==> config.mk <==
export PLATFORM = sky130hd
export DESIGN_NAME = shared_bus_arbiter
export DESIGN_NICKNAME = d
export VERILOG_FILES = /design/src/rtl/shared_bus_arbiter.sv
export SDC_FILE = /design/constraint.sdc
export NUM_CORES = 1
export LEC_CHECK = 0
export CORE_ASPECT_RATIO = 1.4
export CORE_MARGIN = 2
export CORE_UTILIZATION = 35
export DETAILED_ROUTE_END_ITERATION = 6
export PLACE_DENSITY = 0.85
export SYNTH_ARGS = -nofsm -noshare
export SYNTH_HDL_FRONTEND = slang
export SYNTH_SLANG_ARGS = --single-unit
==> constraint.sdc <==
create_clock -name clk -period 4.1 [get_ports clk]
set_input_delay 0.82 -clock clk [delete_from_list [all_inputs] [get_ports clk]]
set_output_delay 0.82 -clock clk [all_outputs]
set_load 0.1 [all_outputs]
==> src/rtl/shared_bus_arbiter.sv <==
// Shares one registered data/tag output bus between NUM_REQ valid/ready producers.
// Sticky round-robin priority: a requester may keep the bus for MAX_HOLD beats while others wait.
module shared_bus_arbiter #(
  parameter int NUM_REQ  = 4,
  parameter int DATA_W   = 22,
  parameter int TAG_W    = 2,
  parameter int MAX_HOLD = 4,
  parameter int ID_W     = $clog2(NUM_REQ)
) (
  input  logic                      clk,
  input  logic                      rst,
  input  logic [NUM_REQ-1:0]        req_valid,
  input  logic [NUM_REQ*DATA_W-1:0] req_data,
  input  logic [NUM_REQ*TAG_W-1:0]  req_tag,
  output logic [NUM_REQ-1:0]        req_ready,
  output logic                      out_valid,
  output logic [DATA_W-1:0]         out_data,
  output logic [TAG_W-1:0]          out_tag,
  input  logic                      out_ready,
  output logic [ID_W-1:0]           grant_id,
  output logic                      busy
);

  // Handshake: a beat moves when valid & ready are both high at a rising edge;
  // valid must not wait on ready, and a producer holds valid/data/tag until accepted.

  localparam int HC_W = $clog2(MAX_HOLD + 1);

  logic [ID_W-1:0] last_id;
  logic [HC_W-1:0] hold_cnt;
  logic            can_accept;
  logic            found;
  logic            grant;
  logic [ID_W-1:0] start_id;
  logic [ID_W-1:0] win_id;
  logic [ID_W:0]   idx;
  logic [HC_W-1:0] hold_next;

  assign can_accept = !out_valid || out_ready;
  assign busy       = out_valid || (|req_valid);

  always_comb begin
    start_id = last_id;
    if (hold_cnt >= HC_W'(MAX_HOLD)) begin
      start_id = (last_id == ID_W'(NUM_REQ - 1)) ? '0 : last_id + 1'b1;
    end
    found  = 1'b0;
    win_id = start_id;
    idx    = '0;
    // Scan from the farthest offset down so the nearest valid requester is the final winner.
    for (int k = NUM_REQ - 1; k >= 0; k--) begin
      idx = {1'b0, start_id} + (ID_W + 1)'(k);
      if (idx >= (ID_W + 1)'(NUM_REQ)) begin
        idx = idx - (ID_W + 1)'(NUM_REQ);
      end
      if (req_valid[idx[ID_W-1:0]]) begin
        found  = 1'b1;
        win_id = idx[ID_W-1:0];
      end
    end
    grant     = found && can_accept && rst;
    req_ready = '0;
    if (grant) begin
      req_ready[win_id] = 1'b1;
    end
    hold_next = 1;
    if (win_id == last_id) begin
      hold_next = (hold_cnt >= HC_W'(MAX_HOLD)) ? HC_W'(MAX_HOLD) : hold_cnt + 1'b1;
    end
  end

  always_ff @(posedge clk) begin
    if (!rst) begin
      out_valid <= 1'b0;
      out_data  <= '0;
      out_tag   <= '0;
      grant_id  <= '0;
      last_id   <= '0;
      hold_cnt  <= '0;
    end else if (grant) begin
      out_valid <= 1'b1;
      out_data  <= req_data[win_id*DATA_W +: DATA_W];
      out_tag   <= req_tag[win_id*TAG_W +: TAG_W];
      grant_id  <= win_id;
      last_id   <= win_id;
      hold_cnt  <= hold_next;
    end else if (out_ready) begin
      out_valid <= 1'b0;
    end
  end

endmodule

### Yosys cells after proc, flatten, opt, wreduce, memory -nomap -nowiden

Index checks and enable logic that the tools add are counted.

* bits in read-only memories: 0
* memories kept: 0
* input bits: 103
* memory bits (writable): 0
* bits in registers: 30
* latch bits: 0

* div/mod/pow operators: 0
* shifts and indexed selects: 2
* multiply operators: 1
* magnitude comparators: 11
* reductions and logical operators: 8
* bitwise logic cells: 0
* eq/ne operators: 2
* mux-type cells: 29
* add/subtract/negate cells: 9

Operators by type and width (count)
* variable part select 88 x 8 -> 22 bit: 1
* 2-to-1 mux 2 bit: 10
* < comparator 2 x 3 -> 1 bit, second input constant: 5
* >= comparator 3 bit, second input constant: 4
* 2-to-1 mux 1 bit: 11
* binary-select mux 1 bit (select 2 bit): 4
* variable part select 8 x 4 -> 2 bit: 1
* subtractor 2 x 1 -> 2 bit, second input constant: 4
* adder 2 x 2 -> 3 bit, second input constant: 2
* multiplier 2 x 4 -> 6 bit, second input constant: 1
* 2-to-1 mux 3 bit: 2
* 2-to-1 mux 4 bit: 1
* OR reduction 4 bit: 1
* adder 2 x 1 -> 3 bit, second input constant: 1
* adder 3 x 1 -> 3 bit, second input constant: 1
* >= comparator 2 x 3 -> 1 bit, second input constant: 1
* logical AND 1 bit: 3
* adder 2 x 1 -> 2 bit, second input constant: 1
* demux 1 bit (select 2 bit): 1
* equality test 2 bit: 1
* equality test 2 bit, second input constant: 1
* >= comparator 2 x 1 -> 1 bit, second input constant: 1
* logical OR 1 bit: 2
* nonzero test 2 bit: 1
* zero test 1 bit: 1

### Depth between registers and ports, before layout

* depth after elaboration: 17
* gate-level depth with buffers: 9
* gate-level depth less buffers: 7

### Worst setup path before layout

OpenSTA, ideal clock, no wires.

* path kind: flip-flop to output port
* start: register last_id[0]
* end: output req_ready[3]
* setup slack: -1270 ps
* arrival: 4550 ps
* stages on the path, launching flop included: 9
* required time: 3280 ps
* path through: dfxtp_1 > ha_1 > mux2i_1 > nand2_1 > a32oi_2 > nand2_1 > buf_6 > buf_6 > nor3_1

* cells in the longest elaborated chain, start to end: 17

RTL lines
* from (decl): RTL line 29 `logic [ID_W-1:0] last_id;`
* from (signal assigned): RTL line 85 `last_id <= win_id;`
* adder 2 x 1 -> 2 bit or equality test 2 bit (tied branches): RTL line 45 `start_id = (last_id == ID_W'(NUM_REQ - 1)) ? '0 : last_id + 1'b1;`
* 2-to-1 mux 2 bit: RTL line 45
* 2-to-1 mux 2 bit *: RTL line 44 `if (hold_cnt >= HC_W'(MAX_HOLD)) begin`
* adder 2 x 2 -> 3 bit: RTL line 52 `idx = {1'b0, start_id} + (ID_W + 1)'(k);`
* >= comparator 3 bit or subtractor 2 x 1 -> 2 bit (tied branches): RTL line 53, 54
* 2-to-1 mux 2 bit: RTL line 53 `if (idx >= (ID_W + 1)'(NUM_REQ)) begin`
* binary-select mux 1 bit (select 2 bit): RTL line 56 `if (req_valid[idx[ID_W-1:0]]) begin`
* 2-to-1 mux 1 bit (implied by the code): RTL line 56
* 2-to-1 mux 2 bit (4 in a row): RTL line 56
* < comparator 2 x 3 -> 1 bit (implied by the code) or >= comparator 2 x 1 -> 1 bit (tied branches): RTL line 64 `req_ready[win_id] = 1'b1;`
* logical AND 1 bit (implied by the code): RTL line 64
* 2-to-1 mux 1 bit (implied by the code): RTL line 64
* demux 1 bit (select 2 bit): RTL line 64
* 2-to-1 mux 4 bit *: RTL line 63 `if (grant) begin`
* to (decl): RTL line 15 `output logic [NUM_REQ-1:0] req_ready,`

Every way passes the cells marked *; elsewhere a longest branch is shown, timed or not. The select of a mux whose other input is x is not followed.

### Worst setup path in the final report

* start: input req_valid[3]
* end: output req_ready[2]

* cells in the longest elaborated chain, start to end: 11

RTL lines
* from (decl): RTL line 12 `input logic [NUM_REQ-1:0] req_valid,`
* binary-select mux 1 bit (select 2 bit): RTL line 56
* 2-to-1 mux 1 bit (implied by the code): RTL line 56
* 2-to-1 mux 2 bit (4 in a row): RTL line 56
* < comparator 2 x 3 -> 1 bit (implied by the code) or >= comparator 2 x 1 -> 1 bit (tied branches): RTL line 64
* logical AND 1 bit (implied by the code): RTL line 64
* 2-to-1 mux 1 bit (implied by the code): RTL line 64
* demux 1 bit (select 2 bit): RTL line 64
* 2-to-1 mux 4 bit *: RTL line 63

Marked as above.

==> results.md <==
* Capture point of the worst reg-to-reg path: out_data[13]
* Register bit count reported by yosys at 30
* CTS tree: yes
* Synth Net Count at 358
* Proportion of layout cells with a drive suffix above 1 at 7.612%
* Sum Neg Setup Slack at 0 ns
* Outcome: completed
* Largest stage delay on the critical path at 0.67 ns
* Clk pin slew, worst setup/hold paths at 0.06 ns
* Detail Placement HPWL at 5.386 mm
* Wire length of the first global-routing pass at 10.68 mm
* Antenna violations before repair at 0
* Number of DRC markers in iteration 0 at 83
* Cell variety after synth at 35
* Element type at the critical path end: output port
* Critical Path Fanout Max at 25
* Insertion delay of the later-clocked pin in the worst-skew pair at 0.28 ns
* Fraction of power spent switching nets at 46.95%
* Primary flip-flop cell chosen by synthesis mapping: sky130_fd_sc_hd__dfxtp_1
* Kind of launch point of the worst setup path: input port
* Overall Global Routing Usage at 22.08%
* Post-route fraction of the period consumed by the critical path at 91.21%
* Post-detailed-route DRC marker count at 0
* Buffer count from post-CTS setup fixing at 0
* Endpoint with the worst hold slack: out_data[17]
* H-tree Lvls at 2
* Die H at 94.29 um
* Power per standard cell area at 386.7 mW/mm2
* Fraction of synthesis flops using an asynchronous set or reset pin at 0%
* Max IR drop VDD at 0.2072 mV
* Buffering stage count on the worst path with inverters included at 2
* Detailed-router iteration count before antenna repair at 4
* TritonCTS Buffers at 5
* Critical path required time at 3.28 ns
* Synthesized area per cell at 8.088 um2
* Maximum clock skew at final layout at 0.008896 ns
* Die width at 68.50 um
* Origin of the worst min-delay path: out_data[17]
* CP max stage cell: sky130_fd_sc_hd__nor2_2
* Post-detailed-routing wire length at 6.865 mm
* Critical path class: input port to output port
* Final GP Congestion at 0.8313
* Cell type with the highest aggregate area in the netlist: sky130_fd_sc_hd__dfxtp_1
* Count of hold-fix buffers inserted at cts at 0
* Portion of total power attributed to combinational logic at 55.7%
* Number of antenna-violating nets in the routed design at 0
* Worst slew pin tran at 1.019 ns
* Maximum number of pins on one net before global-route repair at 50
* CP top delay family: simple AND/OR/NAND/NOR gates
* Number of top-level pins at 135
* Post-route non-filler standard cell count at 449
* Cell at the root of the clock tree: sky130_fd_sc_hd__clkbuf_8
* Post-Synthesis Cell Area at 0.002038 mm2
* EDFF count, synth at 0
* Number of global-route vias before repair at 2374
* Proportion of power drawn by flip-flops and latches at 26.3%
* Sequential element share of the synthesized area at 29.47%
* Portion of synthesized cell area occupied by the leading cell type at 29.47%
* Cell-by-cell trace of the critical path: clkdlybuf4s50_1 > nand2b_1 > a22oi_1 > a2bb2oi_1 > nor2_2 > and2_1 > buf_12
* Count of instances resized after the clock tree is built at 0
* Post-synthesis cell count at 252
* Placed instance area at 0.003498 mm2
* Clock period minus final worst setup slack at 3.740 ns
* Flop-to-flop setup slack at 1.48 ns
* Final slew viol count at 0
* Filler cell count at 469
* Arrival @ worst endpoint at 2.92 ns
* Core region area at 0.005565 mm2
* Number of hold violations in the final report at 0
* Clock sink count at 30
* Most area-consuming cells after synthesis: sky130_fd_sc_hd__dfxtp_1 (29%), sky130_fd_sc_hd__mux2i_1 (13%), sky130_fd_sc_hd__a21boi_0 (9.2%), sky130_fd_sc_hd__o211ai_1 (8.8%), sky130_fd_sc_hd__and3_1 (7.7%)
* Via density at 5.301
* Remaining global-route overflow at 0
* Worst-case clock buffer depth at 2
* Min-Delay Path Class: flip-flop to flip-flop
* Internal Power at 0.7363 mW
* Final Cell Area at 0.003590 mm2
* Number of max-cap violations at 0
* DP Worst Slack at 0.3691 ns
* Setup violations, final at 0
* Die area at 0.006458 mm2
* Final setup slack of the worst path at 0.3602 ns
* Fmax achieved at 267.4 MHz
* Cell count of the worst reg-to-reg path at 8
* Origin of the critical flop-to-flop path: last_id[0]
* Final antenna diode count at 0
* Slew Limit Headroom at 31.83%
* Detailed-route via count at 2380
* Setup repair after global routing missed its margin: no
* Leakage power of the design at 1.457 nW
* Most common cell in the netlist: sky130_fd_sc_hd__dfxtp_1
* Num rows at 32
* Layout Area Growth over Synthesis at 76.12%
* Placed Cells incl. Taps at 441
* Net switching power figure at 0.6516 mW
* Number of nets in the layout at 486
* Number of synthesis warnings at 0
* Post-DR wirelength/cell at 15.29 um
* Input/output buffers at 134
* Share of power burned in the clock network at 18.0%
* Hold Path Depth at 2
* Initial core utilization at 36.62%
* Ranking of synthesized cells by instance count: sky130_fd_sc_hd__dfxtp_1 (30), sky130_fd_sc_hd__nand2_1 (28), sky130_fd_sc_hd__mux2i_1 (26)
through the flow:
stage	utilization [%]	hold WS [ns]	total power, mW
4_1_cts	64.50	0.4743	1.396
3_5_place_dp	62.86	0.4592	1.145
6_report	64.50	0.4703	1.388
5_1_grt	64.50	0.4996	1.443
2_1_floorplan	-	0.4768	0.9019
3_3_place_gp	62.86	0.4521	1.135
tightest hold or removal path: cells and delay by family, from the launching register on:
family / cells / cell delay [ns]
flip-flops: 1 / 0.32
AO/OA/AOI/OAI: 1 / 0.06
AND/OR/NAND/NOR: 1 / 0.05
cell usage in the layout (no fill, tap or decap), types with 2 or more instances in the layout:
master / instances
sky130_fd_sc_hd__clkbuf_8: 6
sky130_fd_sc_hd__o21ai_0: 17
sky130_fd_sc_hd__nand2b_1: 4
sky130_fd_sc_hd__and2_1: 2
sky130_fd_sc_hd__nor2b_1: 3
sky130_fd_sc_hd__o21ai_1: 11
sky130_fd_sc_hd__o211ai_1: 24
sky130_fd_sc_hd__inv_1: 4
sky130_fd_sc_hd__ha_1: 3
sky130_fd_sc_hd__dfxtp_1: 28
sky130_fd_sc_hd__and3_1: 25
sky130_fd_sc_hd__mux2i_1: 26
sky130_fd_sc_hd__nand2_1: 27
sky130_fd_sc_hd__buf_4: 9
sky130_fd_sc_hd__a21boi_0: 25
sky130_fd_sc_hd__a21oi_1: 4
sky130_fd_sc_hd__nor2_1: 3
sky130_fd_sc_hd__nand3_1: 4
sky130_fd_sc_hd__clkdlybuf4s50_1: 129
sky130_fd_sc_hd__dfxtp_2: 2
sky130_fd_sc_hd__buf_12: 4
power by group through the flow:
stage / Combinational (mW) / Clock (mW) / Sequential, mW
4_1_cts: 0.776 / 0.254 / 0.366
3_3_place_gp: 0.765 / 0 / 0.370
6_report: 0.773 / 0.250 / 0.366
5_1_grt: 0.808 / 0.264 / 0.371
2_1_floorplan: 0.214 / 0 / 0.688
3_5_place_dp: 0.774 / 0 / 0.371
worst max-delay path by stage:
stage	start	end	cells after the start
CTS	req_valid[3]	req_ready[2]	7
floorplan	last_id[0]	req_ready[0]	7
detailed placement	req_valid[3]	req_ready[2]	7
finish	req_valid[3]	req_ready[2]	7
global placement	req_valid[3]	req_ready[2]	7
global route	req_valid[3]	req_ready[2]	7
registers in the layout, summed over array words and instances (netlist names):
name,count
last_id,2
out_data,22
out_valid,1
hold_cnt,3
out_tag,2
area by class of cell:
type                       count  area (um2)  share of cell area, %
tap                           68       85.08                  2.370
timing repair buffer         142        1439                  40.08
sequential                    30       603.1                  16.80
inverter                       4       15.01                 0.4183
clock buffer                   7       86.33                  2.405
multi-input combinational    197        1356                  37.78
clock inverter                 1       5.005                 0.1394
kinds of logic (layout without fill, tap and decap cells):
group	Yosys count	after routing	synth area share, %
AO/OA/AOI/OAI	91	91	30.33
buffers and inverters	25	154	5.708
AND/OR/NAND/NOR	75	75	19.03
multiplexers	26	26	12.77
XOR/XNOR	2	2	0.8596
adder cells (fa/ha/maj)	3	3	1.842
flip-flops	30	30	29.47
per-layer routing:
metal / routed length [um] / track usage, % / vias to the layer above
met5: 0 / 0 / -
met4: 133 / 9.333 / 0
met3: 556 / 6.715 / 12
met2: 3625 / 39.98 / 104
met1: 2550 / 22.38 / 1086
li1: - / - / 1178
No activity file was read; power rests on OpenSTA's default activity.
